--- src/rtl/ysyx_22040127_mem_stage.sv ---
// MEM pipeline stage: latches the EX bundle, runs data-memory loads/stores over a
// req/gnt/rvalid port, extends load data and emits the {reg_wen, rd, wdata} bundle.
module ysyx_22040127_mem_stage #(
   parameter int IN_W  = 139,
   parameter int OUT_W = 70
) (
   input  logic             clk,
   input  logic             rst,
   input  logic             ex_to_mem_valid,
   input  logic [IN_W-1:0]  ex_to_mem_bus,
   output logic             mem_allowin,
   output logic             mem_to_wb_valid,
   input  logic             wb_allowin,
   output logic [OUT_W-1:0] mem_to_wb_bus,
   output logic             mem_misalign,
   output logic             dmem_req,
   output logic             dmem_we,
   output logic [63:0]      dmem_addr,
   output logic [63:0]      dmem_wdata,
   output logic [7:0]       dmem_wmask,
   input  logic             dmem_gnt,
   input  logic             dmem_rvalid,
   input  logic [63:0]      dmem_rdata
);

   typedef enum logic [1:0] {IDLE = 2'd0, REQ = 2'd1, RESP = 2'd2, DONE = 2'd3} state_e;

   state_e          state_q;
   logic            req_q;
   logic            mem_valid_q;
   logic [IN_W-1:0] bus_q;
   logic [63:0]     load_data_q;

   // Fields of the resident bundle
   logic        reg_wen;
   logic [4:0]  rd;
   logic [63:0] alu_result;
   logic [63:0] store_data;
   logic        is_load;
   logic        is_store;
   logic [1:0]  size;
   logic        is_unsigned;

   assign reg_wen     = bus_q[138];
   assign rd          = bus_q[137:133];
   assign alu_result  = bus_q[132:69];
   assign store_data  = bus_q[68:5];
   assign is_load     = bus_q[4];
   assign is_store    = bus_q[3];
   assign size        = bus_q[2:1];
   assign is_unsigned = bus_q[0];

   // An access is misaligned when the byte offset is not a multiple of its size.
   function automatic logic offset_misaligned(input logic [2:0] off, input logic [1:0] sz);
      case (sz)
         2'd0:    return 1'b0;
         2'd1:    return off[0];
         2'd2:    return |off[1:0];
         default: return |off;
      endcase
   endfunction

   logic misalign;
   logic mem_op;
   logic in_mem_op;
   logic mem_ready_go;
   logic accept;

   assign misalign  = (is_load || is_store) && offset_misaligned(alu_result[2:0], size);
   assign mem_op    = (is_load || is_store) && !misalign;
   // Incoming bundle decides whether the FSM must launch a request on acceptance.
   assign in_mem_op = (ex_to_mem_bus[4] || ex_to_mem_bus[3]) &&
                      !offset_misaligned(ex_to_mem_bus[71:69], ex_to_mem_bus[2:1]);

   assign mem_ready_go    = !mem_op || (state_q == DONE);
   assign mem_allowin     = !mem_valid_q || (mem_ready_go && wb_allowin);
   assign mem_to_wb_valid = mem_valid_q && mem_ready_go;
   assign accept          = ex_to_mem_valid && mem_allowin;
   assign mem_misalign    = mem_to_wb_valid && misalign;

   // Memory port is driven entirely from the latched bundle, so it is stable until gnt.
   logic [7:0] size_mask;
   always_comb begin
      // NOTE: every branch of a combinational case must assign, or a latch is inferred;
      // the default supplies the fall-through value.
      size_mask = 8'hFF;
      case (size)
         2'd0:    size_mask = 8'h01;
         2'd1:    size_mask = 8'h03;
         2'd2:    size_mask = 8'h0F;
         default: size_mask = 8'hFF;
      endcase
   end

   assign dmem_req   = req_q;
   assign dmem_we    = is_store;
   assign dmem_addr  = {alu_result[63:3], 3'b000};
   assign dmem_wdata = store_data << {alu_result[2:0], 3'b000};
   assign dmem_wmask = size_mask << alu_result[2:0];

   // Align the returned doubleword and sign/zero-extend to 64 bits.
   logic [63:0] shifted;
   logic [63:0] load_ext;
   always_comb begin
      shifted  = dmem_rdata >> {alu_result[2:0], 3'b000};
      load_ext = shifted;
      case (size)
         2'd0:    load_ext = is_unsigned ? {56'd0, shifted[7:0]}  : {{56{shifted[7]}},  shifted[7:0]};
         2'd1:    load_ext = is_unsigned ? {48'd0, shifted[15:0]} : {{48{shifted[15]}}, shifted[15:0]};
         2'd2:    load_ext = is_unsigned ? {32'd0, shifted[31:0]} : {{32{shifted[31]}}, shifted[31:0]};
         default: load_ext = shifted;
      endcase
   end

   // Writeback bundle: stores and misaligned accesses never write the register file.
   logic        out_wen;
   logic [63:0] out_wdata;
   assign out_wen       = reg_wen && !is_store && !misalign;
   assign out_wdata     = (is_load && !misalign) ? load_data_q : alu_result;
   assign mem_to_wb_bus = {out_wen, rd, out_wdata};

   // Stage occupancy and bundle register, updated whenever the stage can take a new bundle.
   always_ff @(posedge clk or negedge rst) begin
      if (!rst) begin
         // NOTE: sequential state uses non-blocking assignments so every flop samples
         // pre-edge values regardless of statement order.
         mem_valid_q <= 1'b0;
         bus_q       <= '0;
      end else if (mem_allowin) begin
         mem_valid_q <= ex_to_mem_valid;
         if (ex_to_mem_valid) bus_q <= ex_to_mem_bus;
      end
   end

   // Memory access FSM with registered request and load-data capture.
   always_ff @(posedge clk or negedge rst) begin
      if (!rst) begin
         state_q     <= IDLE;
         req_q       <= 1'b0;
         // NOTE: the load-data register is reset too, so a stale value can never reach
         // writeback after a mid-transaction reset.
         load_data_q <= '0;
      end else begin
         case (state_q)
            IDLE: begin
               if (accept && in_mem_op) begin
                  state_q <= REQ;
                  req_q   <= 1'b1;
               end
            end
            REQ: begin
               if (dmem_gnt) begin
                  req_q   <= 1'b0;
                  state_q <= is_store ? DONE : RESP;
               end
            end
            RESP: begin
               if (dmem_rvalid) begin
                  load_data_q <= load_ext;
                  state_q     <= DONE;
               end
            end
            default: begin
               if (wb_allowin) begin
                  if (accept && in_mem_op) begin
                     state_q <= REQ;
                     req_q   <= 1'b1;
                  end else begin
                     state_q <= IDLE;
                  end
               end
            end
         endcase
      end
   end

endmodule
--- config.mk ---
export PLATFORM = sky130hd
export DESIGN_NAME = ysyx_22040127_mem_stage
export DESIGN_NICKNAME = d
export VERILOG_FILES = /design/src/rtl/ysyx_22040127_mem_stage.sv
export SDC_FILE = /design/constraint.sdc
export NUM_CORES = 1
export LEC_CHECK = 0
export ABC_AREA = 1
export CORE_AREA = 8 8 191 193
export DETAILED_ROUTE_END_ITERATION = 6
export DIE_AREA = 0 0 199 201
export PLACE_DENSITY = 0.67
export SYNTH_ARGS = -nofsm -noshare
export SYNTH_HDL_FRONTEND = slang
export SYNTH_SLANG_ARGS = --single-unit
--- constraint.sdc ---
create_clock -name clk -period 4.3 [get_ports clk]
set_clock_uncertainty 0.2 [all_clocks]
set_input_delay 0.43 -clock clk [delete_from_list [all_inputs] [get_ports clk]]
set_output_delay 0.43 -clock clk [all_outputs]
set_load 0.02 [all_outputs]
==> results.json <==
{
  "yosys_warnings": 0,
  "worst-path-buf-inv": 3,
  "antenna_found_initial": 8,
  "power_mw": 16.90,
  "io_buffer_count": 416,
  "syn_to_final_growth_pct": 35.33,
  "cts.path.max_buffers": 3,
  "clkLatencyLatePin_ns": 0.53,
  "ctsResizeCount": 0,
  "fp.dieArea_sq_um": 40000,
  "drtAntennaViolNets": 0,
  "finalHoldViolCount": 0,
  "grtUsageTotal_pct": 26.54,
  "crit_path_top_delay_cell": "dfrtp_4",
  "viasPerCell": 5.206,
  "cpPeakStageDelay_ns": 0.73,
  "design.core.area_sq_um": 33280,
  "vias": 13500,
  "worstPathArrival_ns": 3.27,
  "overflow": 0,
  "multi_input_area_sq_um": 6514,
  "wl_per_cell_microns": 21.29,
  "synth_ff_type": "dfrtp_1",
  "tritoncts": "built",
  "period_needed_ns": 3.903,
  "fin_nets": 2334,
  "synth-async-reset-ratio_pct": 100.0,
  "rsz0062_at_grt": "no",
  "root_buffer": "clkbuf_16",
  "drive_gt1_share_pct": 7.807,
  "grt_pass1_vias": 13610,
  "start_util_pct": 39.73,
  "worst_pin_slew_ns": 1.076,
  "outcome": "finished clean",
  "hold_path_class": "in -> reg",
  "fin_setup_tns_ns": 0,
  "synth-edff-count": 0,
  "regToRegSetupSlack_ns": 1.01,
  "cp-end-kind": "output port",
  "setup_viol": 0,
  "slew_violations": 0,
  "synth_commonest_cells": "577 x nand2_1, 224 x nor2_1, 207 x dfrtp_1",
  "crit_path_cell_trace": "inv_2, buf_4, a21oi_1, nor2_1, a31oi_1, clkdlybuf4s50_1",
  "cts_hold_buf": 1,
  "period_share_pct": 90.76,
  "netlist_top_cells_area": "dfrtp_1 39%, nand2_1 16%, nand3_1 7.7%",
  "crit_family": "buffers and inverters",
  "grt_pass1_wl_mm": 82.78,
  "cts_buffers": 25,
  "relSlewSlack_pct": 28.16,
  "drt-total-wl_mm": 55.20,
  "ir_drop_mv": 0.4475,
  "cts.sinks": 207,
  "place_congestion": 0.9204,
  "max_freq_mhz": 256.2,
  "syn_avg_cell_area_sq_um": 7.143,
  "dpl_worst_slack_ns": 0.9470,
  "worstPathRequired_ns": 3.67,
  "ys_seq_elements": 207,
  "synthDistinctLibCells": 40,
  "ios": 420,
  "dp_hpwl_mm": 41.42,
  "drt_iter0_drc": 1116,
  "syn-cell-area_sq_um": 13220,
  "synth_top_area_cell": "dfrtp_1",
  "die_w_microns": 199,
  "cp_max_fo": 39,
  "drc": 0,
  "n_fill_cell": 3269,
  "grt_max_degree": 101,
  "regArea_sq_um": 5189,
  "setup_ws_ns": 0.3973,
  "cp-start-kind": "register",
  "cts_setup_buffers": 0,
  "fin_util_pct": 53.76,
  "yosysSeqAreaShare_pct": 39.18,
  "dr.pass1.iters": 5,
  "synth_most_common_cell": "nand2_1",
  "leakagePower_nw": 8.480,
  "power_density_nw_per_um2": 944.4,
  "dieHeight_microns": 201,
  "path_class": "reg -> out",
  "cap_violations": 0,
  "path_clk_slew_ns": 0.07,
  "h-tree-depth": 1,
  "syn_inst": 1851,
  "synth.top_cell.area_share_pct": 39.18,
  "row_count": 67
}
-- registers in the layout (all words and copies together), names as in the netlist --
signal and cells:
state_q 2, bus_q 139, load_data_q 64, mem_valid_q 1, dmem_req 1
-- tightest hold or removal path: stages --
cell and delay [ns]:
buf_4 0.28, nand3_1 0.16, nand2_1 0.05
-- layout by cell type, fill, tap and decap left out, types with 4 or more instances in the layout --
master | netlist | final
nand2_1 | 577 | 577
clkdlybuf4s50_1 | 0 | 410
nor2_1 | 224 | 223
dfrtp_1 | 207 | 204
nand3_1 | 203 | 203
o21ai_0 | 137 | 137
inv_1 | 77 | 76
a21oi_1 | 61 | 61
mux2_2 | 56 | 56
mux2i_1 | 29 | 29
buf_4 | 76 | 26
clkbuf_16 | 0 | 25
nor2_2 | 14 | 15
o211ai_1 | 11 | 11
o22ai_1 | 10 | 10
clkbuf_8 | 0 | 7
diode_2 | 0 | 6
a31oi_1 | 6 | 6
clkbuf_1 | 31 | 6
or2_2 | 5 | 5
bufinv_16 | 0 | 5
inv_2 | 4 | 4
ha_1 | 4 | 4
buf_12 | 0 | 4
-- through the flow --
| stage | hold slack (ns) | instance area [sq um] | instances |
|---|---|---|---|
| global route | 0.2540 | 17890 | 2592 |
| global placement | 0.2559 | 16960 | 2541 |
| finish | 0.2458 | 17890 | 2593 |
| CTS | 0.2390 | 17880 | 2587 |
| detailed placement | 0.2586 | 16960 | 2541 |
| floorplan | -0.06559 | 13230 | 1853 |
-- final timing paths --
check	cells past startpoint	startpoint	endpoint
max in group asynchronous	3	rst	load_data_q[12]
worst max-delay path	6	bus_q[69]	dmem_wmask[5]
worst max register to register	6	bus_q[69]	load_data_q[8]
min in group asynchronous	2	rst	bus_q[106]
worst min-delay path	3	ex_to_mem_valid	bus_q[100]
worst min register to register	2	bus_q[136]	bus_q[136]
-- cell type report --
cell class              count  area share (%)
multi-input cells        1364           36.41
flip-flops and latches    207           29.00
clock inverters             7          0.8951
clock buffers              38           4.161
repair buffers            442           24.62
well taps                 448           3.133
inverters                  81           1.706
diodes                      6         0.08392
-- metal layers --
metal  global-route usage, %  routed length, microns  vias to the layer above
li1                        -                       -                     6449
met1                   31.69                   21770                     6370
met2                   44.06                   26100                      579
met3                   7.594                    5211                       96
met4                   11.04                    2088                        6
met5                       0                      36                        -
-- report_power, final --
| group | switching [mW] | internal, mW |
|---|---|---|
| sequential | 0.946 | 2.92 |
| clock | 0.866 | 1.48 |
| combinational | 6.36 | 4.31 |
-- cell families after synthesis --
| group | Yosys count | share of synthesized area, % |
|---|---|---|
| and+or+nand+nor | 1036 | 32.15 |
| other | 1 | 0.02836 |
| muxes | 85 | 6.965 |
| AOI/OAI and AO/OA | 236 | 9.530 |
| buffers and inverters | 282 | 11.77 |
| DFF | 207 | 39.18 |
| adders and majority gates | 4 | 0.3786 |
Power figures use the tool's default switching activity.
